**config.mk**
```make
export PLATFORM = sky130hd
export DESIGN_NAME = timeout_timer_sitcpxg_flat
export DESIGN_NICKNAME = d
export VERILOG_FILES = /design/src/rtl/timeout_timer_sitcpxg_if.sv /design/src/rtl/timeout_timer_sitcpxg.sv /design/src/flat_wrapper.sv
export SDC_FILE = /design/constraint.sdc
export NUM_CORES = 1
export LEC_CHECK = 0
export ABC_CLOCK_PERIOD_IN_PS = 3200
export CORE_MARGIN = 10
export CORE_UTILIZATION = 30
export DETAILED_ROUTE_END_ITERATION = 12
export MAX_ROUTING_LAYER = met4
export PLACE_DENSITY = 0.57
export SYNTH_ARGS = -nofsm -noshare
export SYNTH_HDL_FRONTEND = slang
export SYNTH_SLANG_ARGS = --single-unit
```
**constraint.sdc**
```tcl
create_clock -name clk -period 3.2 [get_ports clk]
set_input_delay 0.48 -clock clk [delete_from_list [all_inputs] [get_ports clk]]
set_output_delay 0.48 -clock clk [all_outputs]
set_load 0.05 [all_outputs]
```
**src/rtl/timeout_timer_sitcpxg_if.sv**
```systemverilog
// Command/status bundle for the timeout timer.
// The master side drives the ticks and commands; the slave side is the timer.
interface timeout_timer_sitcpxg_if #(
  parameter int CNT_WIDTH = 16
);
  logic                 i_tim_1us;
  logic                 i_tim_1ms;
  logic                 i_tim_1s;
  logic                 i_start;
  logic                 i_stop;
  logic [1:0]           i_unit;
  logic [CNT_WIDTH-1:0] i_timeout;
  logic                 i_periodic;
  logic                 i_err_clr;
  logic                 o_expire;
  logic                 o_busy;
  logic [CNT_WIDTH-1:0] o_remain;
  logic                 o_tick_err;

  modport master (
    output i_tim_1us, i_tim_1ms, i_tim_1s, i_start, i_stop,
           i_unit, i_timeout, i_periodic, i_err_clr,
    input  o_expire, o_busy, o_remain, o_tick_err
  );

  modport slave (
    input  i_tim_1us, i_tim_1ms, i_tim_1s, i_start, i_stop,
           i_unit, i_timeout, i_periodic, i_err_clr,
    output o_expire, o_busy, o_remain, o_tick_err
  );
endinterface

```
**src/rtl/timeout_timer_sitcpxg.sv**
```systemverilog
// One-shot / periodic timeout timer counting us, ms or s ticks, with an
// independent monitor that flags a malformed tick stream.
module timeout_timer_sitcpxg #(
  parameter int CNT_WIDTH = 16,
  parameter int US_MIN    = 156,
  parameter int US_MAX    = 157
) (
  input  logic                   clk,
  input  logic                   rst_n,
  timeout_timer_sitcpxg_if.slave bus
);

  // Gap counter is at least 9 bits and wide enough to hold US_MAX+1.
  localparam int GAP_W = ($clog2(US_MAX + 2) > 9) ? $clog2(US_MAX + 2) : 9;
  localparam logic [GAP_W-1:0] L_US_MIN = GAP_W'(US_MIN);
  localparam logic [GAP_W-1:0] L_US_MAX = GAP_W'(US_MAX);
  localparam logic [GAP_W-1:0] L_US_LATE = GAP_W'(US_MAX + 1);

  typedef enum logic {
    IDLE = 1'b0,
    RUN  = 1'b1
  } state_t;

  state_t               r_state;
  logic [CNT_WIDTH-1:0] r_remain;
  logic [CNT_WIDTH-1:0] r_timeout;
  logic [1:0]           r_unit;
  logic                 r_periodic;
  logic                 r_expire;

  state_t               w_state_nxt;
  logic [CNT_WIDTH-1:0] w_remain_nxt;
  logic [CNT_WIDTH-1:0] w_timeout_nxt;
  logic [1:0]           w_unit_nxt;
  logic                 w_periodic_nxt;
  logic                 w_expire_nxt;
  logic                 w_tick;

  logic [GAP_W-1:0]     r_gap;
  logic                 r_armed;
  logic                 r_tick_err;
  logic                 w_gap_bad;
  logic                 w_gap_late;
  logic                 w_hier_bad;
  logic                 w_fault;

  // Select the tick stream chosen by the latched unit; the reserved code never ticks.
  always_comb begin
    w_tick = 1'b0;
    case (r_unit)
      2'b00:   w_tick = bus.i_tim_1us;
      2'b01:   w_tick = bus.i_tim_1ms;
      2'b10:   w_tick = bus.i_tim_1s;
      default: w_tick = 1'b0;
    endcase
  end

  // Next-state logic: STOP beats START beats a tick; START cycles ignore ticks.
  always_comb begin
    w_state_nxt    = r_state;
    w_remain_nxt   = r_remain;
    w_timeout_nxt  = r_timeout;
    w_unit_nxt     = r_unit;
    w_periodic_nxt = r_periodic;
    w_expire_nxt   = 1'b0;
    if (bus.i_stop) begin
      w_state_nxt  = IDLE;
      w_remain_nxt = '0;
    end else if (bus.i_start && (bus.i_unit != 2'b11)) begin
      if (bus.i_timeout == '0) begin
        w_expire_nxt = 1'b1;
        w_state_nxt  = IDLE;
        w_remain_nxt = '0;
      end else begin
        w_state_nxt    = RUN;
        w_remain_nxt   = bus.i_timeout;
        w_timeout_nxt  = bus.i_timeout;
        w_unit_nxt     = bus.i_unit;
        w_periodic_nxt = bus.i_periodic;
      end
    end else if ((r_state == RUN) && w_tick) begin
      if (r_remain > CNT_WIDTH'(1)) begin
        w_remain_nxt = r_remain - CNT_WIDTH'(1);
      end else begin
        w_expire_nxt = 1'b1;
        if (r_periodic) begin
          w_remain_nxt = r_timeout;
        end else begin
          w_state_nxt  = IDLE;
          w_remain_nxt = '0;
        end
      end
    end
  end

  // Timer registers; reset discards any latched settings.
  always_ff @(posedge clk or negedge rst_n) begin
    if (!rst_n) begin
      r_state    <= IDLE;
      r_remain   <= '0;
      r_timeout  <= '0;
      r_unit     <= 2'b00;
      r_periodic <= 1'b0;
      r_expire   <= 1'b0;
    end else begin
      r_state    <= w_state_nxt;
      r_remain   <= w_remain_nxt;
      r_timeout  <= w_timeout_nxt;
      r_unit     <= w_unit_nxt;
      r_periodic <= w_periodic_nxt;
      r_expire   <= w_expire_nxt;
    end
  end

  // Fault detection: r_gap equals the clocks elapsed since the last us pulse.
  always_comb begin
    w_gap_bad  = r_armed && bus.i_tim_1us && ((r_gap < L_US_MIN) || (r_gap > L_US_MAX));
    w_gap_late = r_armed && !bus.i_tim_1us && (r_gap == L_US_LATE);
    w_hier_bad = (bus.i_tim_1ms && !bus.i_tim_1us) || (bus.i_tim_1s && !bus.i_tim_1ms);
    w_fault    = w_gap_bad || w_gap_late || w_hier_bad;
  end

  // Monitor registers: saturating gap count, arming on the first pulse, sticky error.
  always_ff @(posedge clk or negedge rst_n) begin
    if (!rst_n) begin
      r_gap      <= '0;
      r_armed    <= 1'b0;
      r_tick_err <= 1'b0;
    end else begin
      if (bus.i_tim_1us) begin
        r_gap   <= GAP_W'(1);
        r_armed <= 1'b1;
      end else if (r_gap != '1) begin
        r_gap <= r_gap + GAP_W'(1);
      end
      if (w_fault) begin
        r_tick_err <= 1'b1;
      end else if (bus.i_err_clr) begin
        r_tick_err <= 1'b0;
      end
    end
  end

  assign bus.o_expire   = r_expire;
  assign bus.o_busy     = (r_state == RUN);
  assign bus.o_remain   = r_remain;
  assign bus.o_tick_err = r_tick_err;

endmodule

```
**src/flat_wrapper.sv**
```systemverilog
// flat-port wrapper written by rule: the top's interface ports become plain ports
module timeout_timer_sitcpxg_flat 
#(
  parameter int CNT_WIDTH = 16,
  parameter int US_MIN    = 156,
  parameter int US_MAX    = 157
)
  (clk, rst_n, bus_i_tim_1us, bus_i_tim_1ms, bus_i_tim_1s, bus_i_start, bus_i_stop, bus_i_unit, bus_i_timeout, bus_i_periodic, bus_i_err_clr, bus_o_expire, bus_o_busy, bus_o_remain, bus_o_tick_err);
  timeout_timer_sitcpxg_if #(.CNT_WIDTH(CNT_WIDTH)) bus_i ();
  input  logic clk;
  input  logic rst_n;
  input wire logic [$bits(bus_i.i_tim_1us)-1:0] bus_i_tim_1us;
  input wire logic [$bits(bus_i.i_tim_1ms)-1:0] bus_i_tim_1ms;
  input wire logic [$bits(bus_i.i_tim_1s)-1:0] bus_i_tim_1s;
  input wire logic [$bits(bus_i.i_start)-1:0] bus_i_start;
  input wire logic [$bits(bus_i.i_stop)-1:0] bus_i_stop;
  input wire logic [$bits(bus_i.i_unit)-1:0] bus_i_unit;
  input wire logic [$bits(bus_i.i_timeout)-1:0] bus_i_timeout;
  input wire logic [$bits(bus_i.i_periodic)-1:0] bus_i_periodic;
  input wire logic [$bits(bus_i.i_err_clr)-1:0] bus_i_err_clr;
  output wire logic [$bits(bus_i.o_expire)-1:0] bus_o_expire;
  output wire logic [$bits(bus_i.o_busy)-1:0] bus_o_busy;
  output wire logic [$bits(bus_i.o_remain)-1:0] bus_o_remain;
  output wire logic [$bits(bus_i.o_tick_err)-1:0] bus_o_tick_err;
  assign bus_i.i_tim_1us = bus_i_tim_1us;
  assign bus_i.i_tim_1ms = bus_i_tim_1ms;
  assign bus_i.i_tim_1s = bus_i_tim_1s;
  assign bus_i.i_start = bus_i_start;
  assign bus_i.i_stop = bus_i_stop;
  assign bus_i.i_unit = bus_i_unit;
  assign bus_i.i_timeout = bus_i_timeout;
  assign bus_i.i_periodic = bus_i_periodic;
  assign bus_i.i_err_clr = bus_i_err_clr;
  assign bus_o_expire = bus_i.o_expire;
  assign bus_o_busy = bus_i.o_busy;
  assign bus_o_remain = bus_i.o_remain;
  assign bus_o_tick_err = bus_i.o_tick_err;
  timeout_timer_sitcpxg #(.CNT_WIDTH(CNT_WIDTH), .US_MIN(US_MIN), .US_MAX(US_MAX)) u_core (.clk(clk), .rst_n(rst_n), .bus(bus_i));
endmodule
```
==> results of run 1 <==
-- layer usage --
layer / vias to the layer above / global-route usage / share of wire
li1: 1208 / - / -
met4: 0 / 0.0347 / 0.0077
met3: 9 / 0.0313 / 0.073
met2: 80 / 0.208 / 0.50
met5: - / - / 0
met1: 1188 / 0.151 / 0.42
-- power groups by stage --
stage	combinational [µW]	sequential, µW	clock [µW]
3_3_place_gp	502	753	0
3_5_place_dp	504	753	0
5_1_grt	557	754	420
2_1_floorplan	280	790	0
6_report	504	742	382
4_1_cts	507	740	394
-- logic make-up after synthesis --
kind of cell	count (synthesis)	synth area share
compound gates	55	0.138
fa+ha+maj	6	0.0275
mux	5	0.0197
buf+inv	22	0.0308
simple gates	164	0.292
flops	48	0.441
xor+xnor	16	0.0514
-- critical path: cells and delay by family (launching register included) --
family / cells / cell delay (ns)
simple gates: 4 / 1.56
flops: 1 / 0.48
compound gates: 1 / 0.28
-- layout make-up --
cell class,count,share of cell area
Multi-Input combinational cell,246,0.424
Sequential cell,48,0.352
Timing Repair Buffer,54,0.150
Tap cell,108,0.0396
Clock buffer,5,0.0202
Clock inverter,3,0.00697
Inverter,6,0.00661
-- placed cells by master (no fill, tap or decap), drive strengths merged, types with 8 or more instances in the layout --
cell type      netlist  layout
dfrtp               48      48
xor2                 8       8
clkdlybuf4s50        0      44
nand2               73      73
xnor2                8       8
nor4                13      13
a21oi                8       8
a31oi                9       9
nor2                28      28
o211ai              10      10
nor3                11      11
buf                  2      10
o21ai                9       9
-- through the flow --
step           setup WS (ns)  hold WS, ns  std cells
2_1_floorplan          0.714        0.184        316
3_3_place_gp           0.690        0.460        462
3_5_place_dp           0.644        0.457        462
4_1_cts                0.773        0.425        470
5_1_grt                0.682        0.452        470
6_report               0.773        0.347        470
-- flip-flops by register name, indices dropped and copies added, names as in the netlist, 2 cells and up --
signal / count
u_core.bus.o_remain: 16
u_core.r_timeout: 16
u_core.r_gap: 9
u_core.r_unit: 2
-- worst paths after layout --
check | start | end | slack, ns | depth (start not counted)
min in group clk | u_core.r_timeout[6] | u_core.r_timeout[6] | 0.48 | 2
setup reg to reg | u_core.bus.o_remain[10] | u_core.bus.o_remain[10] | 0.77 | 5
hold / removal | rst_n | u_core.bus.o_remain[13] | 0.35 | 1
setup / recovery | u_core.bus.o_remain[10] | u_core.bus.o_remain[10] | 0.77 | 5
max in group asynchronous | rst_n | u_core.r_timeout[8] | 2.12 | 1
hold reg to reg | u_core.r_timeout[6] | u_core.r_timeout[6] | 0.48 | 2
==> impl_metrics.json, run 1 <==
{
  "clkLatencyLatePin_ns": 0.32,
  "arrival_ns": 2.64,
  "hpwl_um": 6020,
  "fmax_ghz": 0.412,
  "ctsResizeCount": 0,
  "cts_num_sinks": 48,
  "die_w_um": 115,
  "synth_fp_nets": 349,
  "drv_cap": 0,
  "num_rows": 34,
  "netlist.area_leader.share": 0.441,
  "tightestPinTransition_ns": 1.12,
  "gp_congestion": 0.881,
  "fin_tns_setup_ns": 0,
  "synth_edf_count": 0,
  "fillers": 908,
  "irDropWorstVdd_mv": 0.251,
  "synth_area_leader_cell": "dfrtp_1",
  "cp-end-kind": "register",
  "synthCells": 316,
  "die-height_um": 115,
  "p_switching_uw": 598,
  "drtIter0Drc": 151,
  "num_io_pins": 46,
  "syn-mean-instance-area_um2": 8.62,
  "clkTransAtPathRegs_ns": 0.11,
  "grt_max_degree": 49,
  "wl_per_cell_um": 16.9,
  "ys_top_cells_by_area": "dfrtp_1, nand2_1, nor2_1",
  "cp_slowest_cell": "or4_4",
  "cts_buffers": 5,
  "p_comb_frac": 0.310,
  "rsz0062_at_grt": "false",
  "multi_input_area_um2": 1450,
  "min_period_over_period": 0.759,
  "internal-power_uw": 1030,
  "utilization": 0.389,
  "netSwitchingFraction": 0.367,
  "syn2layout_area_growth_pct": 25.1,
  "ff_latch_area_um2": 1200,
  "max_stage_delay_ns": 0.57,
  "final-setup-viol-count": 0,
  "cp-start-kind": "register",
  "grt_util_all_layers": 0.127,
  "drt-pass1-iter-count": 4,
  "crit_required_ns": 3.42,
  "antenna_found_initial": 0,
  "vias": 2485,
  "synth_common_cells": "nand2_1, dfrtp_1, nor2_1",
  "crit_fanout": 6,
  "final_max_slew_viol_count": 0,
  "final-hold-violation-count": 0,
  "grt_pass1_wl_um": 13300,
  "port_buffers": 45,
  "status": "complete, no violations",
  "h-tree-depth": 2,
  "cp_cell_sequence": "or4_4 -> or4_4 -> nor4_4 -> nor2_1 -> o31a_1",
  "p_per_area_nw_per_um2": 477,
  "n_antenna_cell": 0,
  "place_area_um2": 3320,
  "nets": 394,
  "yosysWarnings": 0,
  "clkPwrFrac": 0.235,
  "cts_root_buf": "clkbuf_8",
  "post_cts_buffers": 0,
  "clock_path_buffers": 2,
  "drive_gt1_frac": 0.0829,
  "async_reset_ff_frac": 1.00,
  "core_area_um2": 8760,
  "ys.flop_type": "dfrtp_1",
  "period_minus_slack_ns": 2.43,
  "crit_top_cell": "or4_4",
  "drc_errors": 0,
  "synth.most_common_cell": "nand2_1",
  "start_util": 0.311,
  "final_cell_area_um2": 3410,
  "routed_wl_um": 7960,
  "ctsHoldBuffers": 0,
  "ys_types": 50,
  "ant_nets": 0,
  "grt_pass1_vias": 2569,
  "min_path_type": "input port to asynchronous set/reset pin",
  "skew_ns": 0.0204,
  "critPathKind": "register to register",
  "cts_tree": "built",
  "gr-total-overflow": 0,
  "leakage_uw": 0.00145,
  "p_seq_frac": 0.456,
  "routed_via_density": 5.29,
  "ys_ff_latch": 48,
  "syn_area_um2": 2730,
  "slew_headroom": 0.253,
  "fp.dieArea_um2": 13300,
  "power.total_uw": 1630,
  "ys_seq_area_frac": 0.441
}
Note: power is estimated with default switching activity, not from simulation.
==> inputs of run 2 (changes only) <==
--- a/config.mk
+++ b/config.mk
@@ -5,7 +5,7 @@
 export SDC_FILE = /design/constraint.sdc
 export NUM_CORES = 1
 export LEC_CHECK = 0
-export ABC_CLOCK_PERIOD_IN_PS = 3200
+export ABC_CLOCK_PERIOD_IN_PS = 2500
 export CORE_MARGIN = 10
 export CORE_UTILIZATION = 30
 export DETAILED_ROUTE_END_ITERATION = 12
==> constraint.sdc (replaced) <==
create_clock -name clk -period 2.5 [get_ports clk]
set_input_delay 0.375 -clock clk [delete_from_list [all_inputs] [get_ports clk]]
set_output_delay 0.375 -clock clk [all_outputs]
set_load 0.05 [all_outputs]
==> run 2 against run 1 <==
Setup slack worse by 0.62 ns. Sequential cell count stayed put. Register-to-register slack got worse by 0.62 ns. Die area unchanged. Sequential power grew 27%. Hold slack got worse by 0.19 ns. First-iteration DRC count fell by 19%. Combinational power increased by 33%. Global-route usage is 0.086 points higher. Utilization up 1.3 points. Critical path type unchanged. Largest cell class unchanged. Largest power group unchanged. Highest routed layer unchanged.
==> impl_metrics.json, run 2 (synthesis gave the netlist of run 1 again) <==
{
  "status": "complete, no violations",
  "cts_tree": "built",
  "p_comb_frac": 0.291,
  "ant_nets": 0,
  "h-tree-depth": 2,
  "clkPwrFrac": 0.298,
  "r2r_end": "u_core.bus.o_remain[10]",
  "post_cts_buffers": 0,
  "min_path_type": "input port to asynchronous set/reset pin",
  "crit_top_cell": "or4_4",
  "fp.dieArea_um2": 13300,
  "antenna_found_initial": 0,
  "slew_headroom": 0.541,
  "cp_slowest_cell": "or4_4",
  "reg2regPathDepth": 5,
  "cp_top_family": "simple AND/OR/NAND/NOR gates",
  "crit_fanout": 5,
  "leakage_uw": 0.00152,
  "cts_root_buf": "clkbuf_8",
  "ctsResizeCount": 0,
  "internal-power_uw": 1540,
  "clock_path_buffers": 2,
  "dp_cells": 471,
  "drt-pass1-iter-count": 4,
  "cp-end-kind": "register",
  "worst-path-buf-inv": 0,
  "tightestPinTransition_ns": 0.689,
  "final_cells": 479,
  "grt_util_all_layers": 0.127,
  "r2r-start": "u_core.bus.o_remain[11]",
  "drv_cap": 0,
  "wl_per_cell_um": 16.8,
  "fillers": 898,
  "fin_ws_ns": 0.148,
  "num_rows": 34,
  "p_seq_frac": 0.410,
  "port_buffers": 45,
  "period_minus_slack_ns": 2.35,
  "cts_num_sinks": 48,
  "num_io_pins": 46,
  "fin_tns_setup_ns": 0,
  "routed_wl_um": 8030,
  "skew_ns": 0.0164,
  "drive_gt1_frac": 0.105,
  "vias": 2506,
  "p_per_area_nw_per_um2": 655,
  "final-hold-violation-count": 0,
  "min_period_over_period": 0.941,
  "multi_input_area_um2": 1450,
  "netSwitchingFraction": 0.333,
  "irDropWorstVdd_mv": 0.211,
  "mostFrequentLayoutCells": "nand2_1, dfrtp_1, clkdlybuf4s50_1",
  "arrival_ns": 2.56,
  "hpwl_um": 6050,
  "grt_pass1_vias": 2582,
  "fmax_ghz": 0.425,
  "drtIter0Drc": 122,
  "drc_errors": 0,
  "clkLatencyLatePin_ns": 0.30,
  "grt_max_degree": 49,
  "nets": 403,
  "die-height_um": 115,
  "gr-total-overflow": 0,
  "ff_latch_area_um2": 1200,
  "cp_cell_sequence": "or4_4 -> or4_4 -> nor4_4 -> nor2_1 -> o31a_1",
  "core_area_um2": 8760,
  "p_switching_uw": 767,
  "crit_required_ns": 2.70,
  "rsz0062_at_grt": "false",
  "final-setup-viol-count": 0,
  "detailedPlace.worstSlack_ns": 0.0499,
  "cp-start-kind": "register",
  "critPathKind": "register to register",
  "final_max_slew_viol_count": 0,
  "n_antenna_cell": 0,
  "clkTransAtPathRegs_ns": 0.10,
  "ctsHoldBuffers": 0,
  "die_w_um": 115,
  "routed_via_density": 5.23,
  "max_stage_delay_ns": 0.54,
  "start_util": 0.311,
  "cts_buffers": 5,
  "final_common_cell": "nand2_1",
  "syn2layout_area_growth_pct": 29.2,
  "rrSetupSlack_ns": 0.15,
  "gp_congestion": 0.866,
  "grt_pass1_wl_um": 13600
}
[run 2: cell types whose count changed in the layout (fill, tap and decap cells not counted), sizes merged]
cell,before,now
buf,10,19
bufinv,0,2
clkinv,1,0
clkinvlp,2,0
inv,6,7
[run 2: cell type report]
class | count | area share
well taps | 108 | 0.0384
clock inverters | 3 | 0.0195
clock buffers | 5 | 0.0195
inverters | 6 | 0.00639
multi-input cells | 246 | 0.410
repair buffers | 63 | 0.165
flip-flops and latches | 48 | 0.341
[run 2: worst max-delay path by stage]
stage                     cells past startpoint  slack (ns)                 endpoint               startpoint
after CTS                                     5        0.15  u_core.bus.o_remain[10]  u_core.bus.o_remain[11]
after global routing                          7        0.04        u_core.bus.o_busy   u_core.bus.o_remain[0]
final                                         5        0.15  u_core.bus.o_remain[10]  u_core.bus.o_remain[11]
after detailed placement                      6        0.05   u_core.bus.o_remain[0]        bus_i_timeout[10]
after global placement                        7         0.1   u_core.bus.o_remain[9]        bus_i_timeout[10]
after floorplan                               5        0.01  u_core.bus.o_remain[10]  u_core.bus.o_remain[10]
[run 2: layer usage]
layer,global-route usage,up-vias,part of all wire
met5,-,-,0
met4,0.0281,0,0.0077
met3,0.0302,7,0.056
met2,0.200,56,0.47
met1,0.162,1217,0.46
li1,-,1226,-
[run 2: metrics by stage]
stage          instance area, µm²  hold slack [ns]  total power, µW  utilization
4_1_cts                      3520            0.187             2330        0.402
6_report                     3520            0.156             2310        0.402
3_5_place_dp                 3380            0.455             1630        0.386
2_1_floorplan                2730           0.0794             1370            -
3_3_place_gp                 3380            0.458             1630        0.386
5_1_grt                      3520            0.212             2430        0.402
[run 2: power groups by stage]
stage | Sequential (µW) | Combinational (µW) | Clock (µW)
after floorplan | 1010 | 358 | 0
after global placement | 955 | 673 | 0
after CTS | 944 | 677 | 706
final | 946 | 672 | 688
after global routing | 960 | 743 | 730
after detailed placement | 960 | 673 | 0
